`config.mk`:
```
export PLATFORM = sky130hd
export DESIGN_NAME = vga_fb_arbiter
export DESIGN_NICKNAME = d
export VERILOG_FILES = /design/src/rtl/vga_fb_arbiter.sv
export SDC_FILE = /design/constraint.sdc
export NUM_CORES = 1
export LEC_CHECK = 0
export CAP_MARGIN = 30
export CORE_MARGIN = 2
export CORE_UTILIZATION = 40
export DETAILED_ROUTE_END_ITERATION = 10
export PLACE_DENSITY = 0.71
export SLEW_MARGIN = 20
export SYNTH_ARGS = -nofsm -noshare
export SYNTH_HDL_FRONTEND = slang
export SYNTH_SLANG_ARGS = --single-unit
```
`constraint.sdc`:
```
create_clock -name clk -period 2.2 [get_ports clk]
set_clock_uncertainty 0.15 [all_clocks]
set_input_delay 0.33 -clock clk [delete_from_list [all_inputs] [get_ports clk]]
set_output_delay 0.33 -clock clk [all_outputs]
set_load 0.02 [all_outputs]
```
`src/rtl/vga_fb_arbiter.sv`:
```
// Framebuffer arbiter: one single-port BRAM shared by display fetch,
// a full-frame clear engine and a valid/ready pixel writer.
module vga_fb_arbiter #(
  parameter int unsigned ADDR_W   = 15,
  parameter int unsigned DATA_W   = 12,
  parameter int unsigned FB_DEPTH = 19200
) (
  input  logic              clk,
  input  logic              reset,
  input  logic              disp_req,
  input  logic [ADDR_W-1:0] disp_addr,
  output logic [DATA_W-1:0] disp_data,
  output logic              disp_valid,
  input  logic              wr_valid,
  input  logic [ADDR_W-1:0] wr_addr,
  input  logic [DATA_W-1:0] wr_data,
  output logic              wr_ready,
  output logic              wr_err,
  input  logic              clr_start,
  input  logic [DATA_W-1:0] clr_color,
  output logic              clr_busy,
  output logic              clr_done,
  output logic              ram_en,
  output logic              ram_we,
  output logic [ADDR_W-1:0] ram_addr,
  output logic [DATA_W-1:0] ram_wdata,
  input  logic [DATA_W-1:0] ram_rdata
);

  localparam logic [ADDR_W-1:0] LAST_ADDR = ADDR_W'(FB_DEPTH - 1);
  localparam logic [ADDR_W-1:0] DEPTH_LIM = ADDR_W'(FB_DEPTH);

  typedef enum logic {
    S_IDLE  = 1'b0,
    S_CLEAR = 1'b1
  } state_e;

  state_e              state_q, state_d;
  logic [ADDR_W-1:0]   cnt_q, cnt_d;
  logic [DATA_W-1:0]   color_q, color_d;
  logic                ram_en_q, ram_en_d;
  logic                ram_we_q, ram_we_d;
  logic [ADDR_W-1:0]   ram_addr_q, ram_addr_d;
  logic [DATA_W-1:0]   ram_wdata_q, ram_wdata_d;
  logic                rd_p1_q, rd_p1_d;
  logic                rd_p2_q, rd_p2_d;
  logic [DATA_W-1:0]   disp_data_q, disp_data_d;
  logic                disp_valid_q, disp_valid_d;
  logic                wr_err_q, wr_err_d;
  logic                clr_done_q, clr_done_d;
  logic                clr_busy_q, clr_busy_d;
  logic                wr_accept;
  logic                wr_in_range;

  // Writer may only proceed in IDLE when neither display nor a new clear claims the cycle
  assign wr_ready    = reset && (state_q == S_IDLE) && !disp_req && !clr_start;
  assign wr_accept   = wr_valid && wr_ready;
  assign wr_in_range = (wr_addr < DEPTH_LIM);

  // Next-state: one RAM op per cycle, display > clear > writer; fetch return pipeline
  always_comb begin
    state_d     = state_q;
    cnt_d       = cnt_q;
    color_d     = color_q;
    ram_en_d    = 1'b0;
    ram_we_d    = 1'b0;
    ram_addr_d  = ram_addr_q;
    ram_wdata_d = ram_wdata_q;
    wr_err_d    = 1'b0;
    clr_done_d  = 1'b0;

    if ((state_q == S_IDLE) && clr_start) begin
      state_d = S_CLEAR;
      cnt_d   = '0;
      color_d = clr_color;
    end

    if (disp_req) begin
      ram_en_d   = 1'b1;
      ram_addr_d = disp_addr;
    end else if (state_q == S_CLEAR) begin
      ram_en_d    = 1'b1;
      ram_we_d    = 1'b1;
      ram_addr_d  = cnt_q;
      ram_wdata_d = color_q;
      if (cnt_q == LAST_ADDR) begin
        state_d    = S_IDLE;
        cnt_d      = '0;
        clr_done_d = 1'b1;
      end else begin
        cnt_d = cnt_q + ADDR_W'(1);
      end
    end else if (wr_accept) begin
      if (wr_in_range) begin
        ram_en_d    = 1'b1;
        ram_we_d    = 1'b1;
        ram_addr_d  = wr_addr;
        ram_wdata_d = wr_data;
      end else begin
        wr_err_d = 1'b1;
      end
    end

    clr_busy_d   = (state_d == S_CLEAR);
    rd_p1_d      = disp_req;
    rd_p2_d      = rd_p1_q;
    disp_valid_d = rd_p2_q;
    disp_data_d  = rd_p2_q ? ram_rdata : disp_data_q;
  end

  // State and output registers; reset aborts any clear or in-flight fetch
  always_ff @(posedge clk or negedge reset) begin
    if (!reset) begin
      state_q      <= S_IDLE;
      cnt_q        <= '0;
      color_q      <= '0;
      ram_en_q     <= 1'b0;
      ram_we_q     <= 1'b0;
      ram_addr_q   <= '0;
      ram_wdata_q  <= '0;
      rd_p1_q      <= 1'b0;
      rd_p2_q      <= 1'b0;
      disp_data_q  <= '0;
      disp_valid_q <= 1'b0;
      wr_err_q     <= 1'b0;
      clr_done_q   <= 1'b0;
      clr_busy_q   <= 1'b0;
    end else begin
      state_q      <= state_d;
      cnt_q        <= cnt_d;
      color_q      <= color_d;
      ram_en_q     <= ram_en_d;
      ram_we_q     <= ram_we_d;
      ram_addr_q   <= ram_addr_d;
      ram_wdata_q  <= ram_wdata_d;
      rd_p1_q      <= rd_p1_d;
      rd_p2_q      <= rd_p2_d;
      disp_data_q  <= disp_data_d;
      disp_valid_q <= disp_valid_d;
      wr_err_q     <= wr_err_d;
      clr_done_q   <= clr_done_d;
      clr_busy_q   <= clr_busy_d;
    end
  end

  assign ram_en     = ram_en_q;
  assign ram_we     = ram_we_q;
  assign ram_addr   = ram_addr_q;
  assign ram_wdata  = ram_wdata_q;
  assign disp_data  = disp_data_q;
  assign disp_valid = disp_valid_q;
  assign wr_err     = wr_err_q;
  assign clr_done   = clr_done_q;
  assign clr_busy   = clr_busy_q;

endmodule
```
======== Word level (Yosys, flattened, before mapping) ========
Cells that the tools add are included.
operators by class
  magnitude comparators ................... 1
  reductions and logical operators ........ 13
  add/subtract/negate cells ............... 1
  multiplexer cells ....................... 27
  bitwise gates (word level) .............. 2
  eq/ne operators ......................... 1
operator list
  kind                   number
  $mux 15                8
  $mux 12                3
  $mux 1                 16
  $add 15x1->15 const B  1
  $eq 15x15->1 const B   1
  $lt 15x15->1 const B   1
  $reduce_bool 3->1      2
  $logic_and 1x1->1      5
  $reduce_bool 2->1      2
  $reduce_and 3->1       1
  $logic_not 1->1        2
  $not 1->1              2
  $reduce_and 2->1       1
word-level totals
  logic and storage cells ................. 58
  output and inout bits ................... 46
  input port bits ......................... 71
  register bits ........................... 74

======== Depth between registers and ports, before layout ========
Gate-level depths: netlist of run 1.
  word-level depth ........................ 8
  mapped depth ............................ 7
  mapped depth without buffers ............ 5

======== Worst setup path after synthesis of run 1 ========
OpenSTA, ideal clock, no wires.
  path kind ............................... reg2reg
  from .................................... register clr_busy (netlist name)
  to ...................................... register ram_addr_q[10], in the netlist ram_addr[10]
  period minus slack after synthesis ...... 2.422 ns
  arrival ................................. 2.147 ns
  setup time .............................. 0.125 ns
  stages on the path, launching flop included .. 7
  data required time ...................... 1.925 ns
  slack ................................... -0.222 ns
  cell sequence ........................... dfrtp_1 > buf_2 > nor4b_4 > a21boi_0 > a31oi_2 > buf_4 > mux2_2
RTL lines
  element               RTL line  text
  to (signal assigned)  134       ram_addr_q <= ram_addr_d;
  to (decl)             43        logic [ADDR_W-1:0] ram_addr_q, ram_addr_d;

======== Final worst setup path of run 1 ========
  from .................................... register cnt_q[12]
  to ...................................... register cnt_q[3]
on the way
  cells in the longest elaborated chain, start to end .. 4
RTL lines
  element                 RTL line  text
  from (decl)             39        logic [ADDR_W-1:0] cnt_q, cnt_d;
  from (signal assigned)  130       cnt_q <= cnt_d;
  $eq 15x15->1            86        if (cnt_q == LAST_ADDR) begin
  $mux 15                 86
  $mux 15                 81        end else if (state_q == S_CLEAR) begin
  $mux 15                 78        if (disp_req) begin
  via cnt_d[3]            39
The timed path passes the listed nets, and every way through them passes these cells.
A chain may end at the register's enable or synchronous reset.

==> impl_metrics.ini, run 1 <==
[run]
cap_violations = 0

[global_routing]
grtUsageTotal = 0.199
grtUsageMet1 = 0.269
grt_pass1_vias = 2914
grt.busiest_layer = met2
grt_max_degree = 75
grt_remaining_overflow = 0
grt_pass1_wl_um = 15100
met2_usage = 0.320
grt_antenna_before_repair = 0
use_met3 = 0.0344

[synth]
syn-mean-instance-area_sq_um = 12.1
synthFlopType = dfrtp_1
synth.largest_area_cell = dfrtp_1
async_reset_ff_frac = 1.00
synth_top_area_frac = 0.521
synth_nets = 366
synth_seq_area_share = 0.521
ys_ff_latch = 74
yosys_warnings = 0
ys_types = 39
synthCells = 294
synth_edf_count = 0
netlist_area_sq_mm = 0.00355
synthTopCellsByArea = dfrtp_1 (52%), mux2_2 (20%), mux2i_1 (4.2%)

[clock_tree]
path_clk_slew_ns = 0.08
clk_path_buf_depth = 2
cts_buffers = 9
clock_latency_ns = 0.36
cts_tree = built
clock_sinks = 74
htreeDepth = 3
cts_root_buffer = clkbuf_8

[setup_path]
critPathLaunchType = register
cpPeakStageDelay_ns = 0.60
crit_type = reg -> reg
worstPathMaxFanout = 7
cpMostUsedCell = a31oi_1
cp.arrival_ns = 2.27
path_delay_family = simple AND/OR/NAND/NOR gates
path_cells = or4b_4, or4_4, buf_6, a31oi_1, a31oi_1
end_kind = register
slowest_stage = or4_4
path_buf_inv = 1
worstPathRequired_ns = 2.25

[floorplanning]
fp-row-count = 34
die_area_sq_mm = 0.00965
initial_core_util = 0.409
die_w_um = 98.2
io_pins = 117
die_h_um = 98.2
coreArea_sq_mm = 0.00868

[sta]
max_clock_freq_ghz = 0.450
setup_viol = 6
worst_pin_slew_ns = 0.784
worst_slack_ns = -0.0243
timing.final.hold_violations = 0
fin_crit_sh = 1.01
finalMaxSlewViolations = 0
max-slew-margin-rel = 0.477
finalSetupTns_ns = -0.0574
rsz0062_at_grt = yes
period_minus_slack_ns = 2.22
hold_slack_ns = 0.199

[power_and_ir_drop]
p_leak_nw = 2.38
ir_worst_vdd_mv = 0.303
power_density_mw_per_mm2 = 654

[drt]
wl_um = 9370
num_vias = 2893
detail-route-antenna-nets = 0
dr.pass1.iters = 4
drc = 0
drt_iter0_markers = 150
vias_per_cell = 5.31
wl_per_cell_um = 17.2

[layout]
diodes = 0
nets = 504
area_growth_pct = 50.4
fillers = 710
multi_input_area_sq_mm = 0.00171
stdcell_count = 545
drive_above_1_share = 0.281
seqCellArea_sq_mm = 0.00185
postLayoutCoreUtil = 0.615

[worst_hold_path]
holdCritPathClass = reg -> reg

[placement]
dp_hpwl_um = 6910
port_buffers = 116
dpl.cell_count = 527
gp_congestion = 0.873

[run_status]
violations = negative setup slack
status = finished, violations left
## through the flow
stage               setup WS, ns  power (mW)  area [sq um]
floorplan                -0.0338        2.03          3600
global placement          -0.164        2.49          5040
detailed placement        -0.191        2.52          5040
CTS                       0.0159        3.49          5220
global route             -0.0759        3.67          5340
finish                   -0.0243        3.49          5340
## power breakdown
part / leakage, nW / switching, mW / total [mW] / internal [mW]
clock: 0.0924 / 0.531 / 0.971 / 0.440
combinational: 1.37 / 0.381 / 0.890 / 0.510
sequential: 0.923 / 0.113 / 1.63 / 1.52
total: 2.38 / 1.02 / 3.49 / 2.47
## path summary, 6_finish.rpt
kind,from,end,slack (ns),depth (start not counted)
max,cnt_q[12]$_DFF_PN0_,cnt_q[3]$_DFF_PN0_,-0.02,5
min,rd_p1_q$_DFF_PN0_,disp_valid_d$_DFF_PN0_,0.20,0
max reg2reg,cnt_q[12]$_DFF_PN0_,cnt_q[3]$_DFF_PN0_,-0.02,5
min reg2reg,rd_p1_q$_DFF_PN0_,disp_valid_d$_DFF_PN0_,0.20,0
max in group asynchronous,reset,ram_addr[2]$_DFFE_PN0P_,0.99,4
min in group asynchronous,reset,color_q[6]$_DFFE_PN0P_,0.34,3
## registers in the layout, indices dropped and copies added, names as in the netlist
name / cells
cnt_q: 15
ram_addr: 15
color_q: 12
disp_data: 12
ram_wdata: 12
clr_busy: 1
clr_done: 1
disp_valid: 1
disp_valid_d: 1
ram_en: 1
ram_we: 1
rd_p1_q: 1
wr_err: 1
## kinds of logic after synthesis
family	share of synthesized area
adders and majority gates	0.00352
muxes	0.242
buffers and inverters	0.0278
and+or+nand+nor	0.100
DFF	0.521
AOI/OAI and AO/OA	0.105
## timing repair
action                                  4_1_cts  5_1_grt
hold endpoints to repair                      0       14
gates resized for setup                       2       11
endpoints found under the setup margin        8        6
hold buffers                                  0        1
pin swaps                                     1        7
buffers inserted                              0        0
## synthesized netlist by cell type, types with 2 or more instances
cell type and n:
buf_1 5, a21oi_1 5, o21ai_0 18, o31ai_1 2, buf_2 4, dfrtp_1 74
mux2_2 63, nor2b_1 2, a31oi_1 18, and4_1 5, and2_1 3, and3_1 4
nand2_1 20, inv_1 2, o211ai_1 3, nor2_1 6, nand3b_1 5, mux2i_1 15
a22o_1 2, clkbuf_1 9, nand4_1 4, nand3_1 7, a21o_1 2
## routing by layer
metal	vias up	share of wire	wire length, um
li1	1379	-	-
met1	1422	0.44	4160
met2	76	0.49	4610
met3	16	0.043	399
met4	0	0.021	198
met5	-	0	0
## layout make-up
type,instances,share of cell area
repair buffers,147,0.273
clock buffers,10,0.0258
inverters,2,0.00141
flip-flops and latches,74,0.347
clock inverters,6,0.00750
well taps,108,0.0253
multi-input cells,198,0.320
## cells in the final DEF (no fill, tap or decap), types with 6 or more instances in the layout
cell	synthesis	routed
mux2_2	63	59
dfrtp_1	74	73
buf_4	1	25
clkbuf_8	0	10
nand3_1	7	7
mux2i_1	15	15
nor2_1	6	6
clkdlybuf4s50_1	0	113
a31oi_1	18	13
o21ai_0	18	18
nand2_1	20	20
Power figures use the tool's default switching activity.
==> run 2, diff against run 1 <==
Settings changed: CORE_ASPECT_RATIO set to 1.5, CORE_UTILIZATION 40 to 42, PLACE_DENSITY 0.71 to 0.74, SLEW_MARGIN 20 to 40.
==> run 2 against run 1 <==
Against the previous run: the run ends with negative hold slack left; critical path type is now reg -> out; largest power group unchanged; die area shrank 4.4%; register-to-register slack improved by 0.10 ns; largest cell class unchanged; clock-buffer cell count fell by 1; fmax up 4.5%.
==> impl_metrics.ini, run 2 (same netlist as run 1, synthesis figures left out) <==
[global_routing]
grtUsageTotal = 0.206
grt_max_degree = 75
grt_remaining_overflow = 0
grt_pass1_vias = 2882
grt_pass1_wl_um = 14300
grt_antenna_before_repair = 0

[sta]
period_minus_slack_ns = 2.13
max-slew-margin-rel = 0.487
hold_slack_ns = -0.0240
fin_crit_sh = 0.967
finalSetupTns_ns = 0
timing.final.hold_violations = 27
rsz0062_at_grt = no
finalMaxSlewViolations = 0
setup_viol = 0
max_clock_freq_ghz = 0.470
worst_pin_slew_ns = 0.770

[setup_path]
path_delay_family = buffers and inverters
worstPathMaxFanout = 37
reg2reg_depth = 5
startpoint = clr_busy$_DFF_PN0_
slowest_stage = clkdlybuf4s50_1
path_buf_inv = 2
path_depth = 2
cpPeakStageDelay_ns = 0.66
worstPathRequired_ns = 1.72
r2r-start = cnt_q[12]$_DFF_PN0_
critPathLaunchType = register
cp.arrival_ns = 1.65
r2r_end = cnt_q[9]$_DFF_PN0_
worstSetupEndpoint = clr_busy
path_cells = buf_12, clkdlybuf4s50_1
crit_type = reg -> out
end_kind = output pin
r2r_slack_ns = 0.08

[layout]
design_area_sq_mm = 0.00538
diodes = 0
postLayoutCoreUtil = 0.647
seqCellArea_sq_mm = 0.00185
final_cell_mix = clkdlybuf4s50_1 (114), dfrtp_1 (73), mux2_2 (59)
fillers = 667
drive_above_1_share = 0.262
stdcell_count = 538
final_common_cell = clkdlybuf4s50_1
area_growth_pct = 51.5
multi_input_area_sq_mm = 0.00165
nets = 500

[drt]
drc = 0
wl_um = 9290
vias_per_cell = 5.34
detail-route-antenna-nets = 0
num_vias = 2875
dr.pass1.iters = 5
drt_iter0_markers = 129
wl_per_cell_um = 17.3

[run]
cap_violations = 0

[power_and_ir_drop]
power_density_mw_per_mm2 = 744
ir_worst_vdd_mv = 0.517
finalPower_mw = 4.00
p_leak_nw = 2.41

[floorplanning]
die_area_sq_mm = 0.00922
io_pins = 117
fp-row-count = 41
die_h_um = 117
die_w_um = 79.1
coreArea_sq_mm = 0.00831
initial_core_util = 0.427

[clock_tree]
cts_root_buffer = clkbuf_16
clock_sinks = 74
clk_path_buf_depth = 2
clock_latency_ns = 0.33
holdBufCountCts = 0
path_clk_slew_ns = 0.06
cts_buffers = 9
htreeDepth = 3
cts_tree = built

[run_status]
violations = negative hold slack
status = finished, violations left

[placement]
port_buffers = 116
gp_congestion = 0.830
dpl.cell_count = 523
dpl_cell_area_sq_mm = 0.00505
dp_hpwl_um = 6830

[worst_hold_path]
holdCritPathClass = in -> async
-- run 2: changes by cell type in the layout (fill, tap and decap cells not counted), moves of 2 or more --
cell       delta
clkbuf_16     +9
a31oi_4       -4
a31oi_1       +3
bufinv_16     +2
clkinv_2      -2
buf_4         -4
clkbuf_8     -10
buf_12        +2
-- run 2: timing repair --
item | in CTS | in global routing
setup endpoints to repair | 5 | 4
buffers inserted | 0 | 1
resized for setup | 1 | 3
pin swaps | 1 | 0
endpoints found under the hold margin | 0 | 0
-- run 2: area by class of cell --
class | instances | share of cell area
Sequential cell | 74 | 0.344
Multi-Input combinational cell | 198 | 0.306
Tap cell | 107 | 0.0249
Timing Repair Buffer | 143 | 0.266
Inverter | 2 | 0.00140
Clock inverter | 5 | 0.0151
Clock buffer | 9 | 0.0419
-- run 2: layer usage --
layer | track usage | wire [um] | vias up | share of wire
met5 | 0 | 0 | - | 0
met2 | 0.367 | 4860 | 112 | 0.52
li1 | - | - | 1361 | -
met3 | 0.0526 | 493 | 22 | 0.053
met1 | 0.228 | 3600 | 1380 | 0.39
met4 | 0.0989 | 331 | 0 | 0.036
-- run 2: power breakdown --
group | leakage, nW | internal (mW) | switching (mW)
logic | 1.34 | 0.490 | 0.373
clock network | 0.147 | 0.978 | 0.535
registers | 0.923 | 1.52 | 0.103
-- run 2: through the flow --
stage / setup WS (ns) / hold slack [ns]
after floorplan: -0.0338 / -0.116
after global placement: -0.142 / 0.189
after detailed placement: -0.156 / 0.196
after CTS: 0.0406 / 0.00427
after global routing: 0.0109 / 0.0412
final: 0.0720 / -0.0240
-- run 2: how the worst min path moves through the flow --
| stage | start | cells past startpoint | slack, ns | end |
|---|---|---|---|---|
| detailed placement | rd_p1_q$_DFF_PN0_ | 0 | 0.20 | disp_valid_d$_DFF_PN0_ |
| global placement | rd_p1_q$_DFF_PN0_ | 0 | 0.19 | disp_valid_d$_DFF_PN0_ |
| global route | reset | 2 | 0.04 | disp_data[5]$_DFFE_PN0P_ |
| floorplan | reset | 0 | -0.12 | clr_busy$_DFF_PN0_ |
| CTS | reset | 2 | 0.004 | disp_data[5]$_DFFE_PN0P_ |
| finish | reset | 2 | -0.02 | disp_data[5]$_DFFE_PN0P_ |
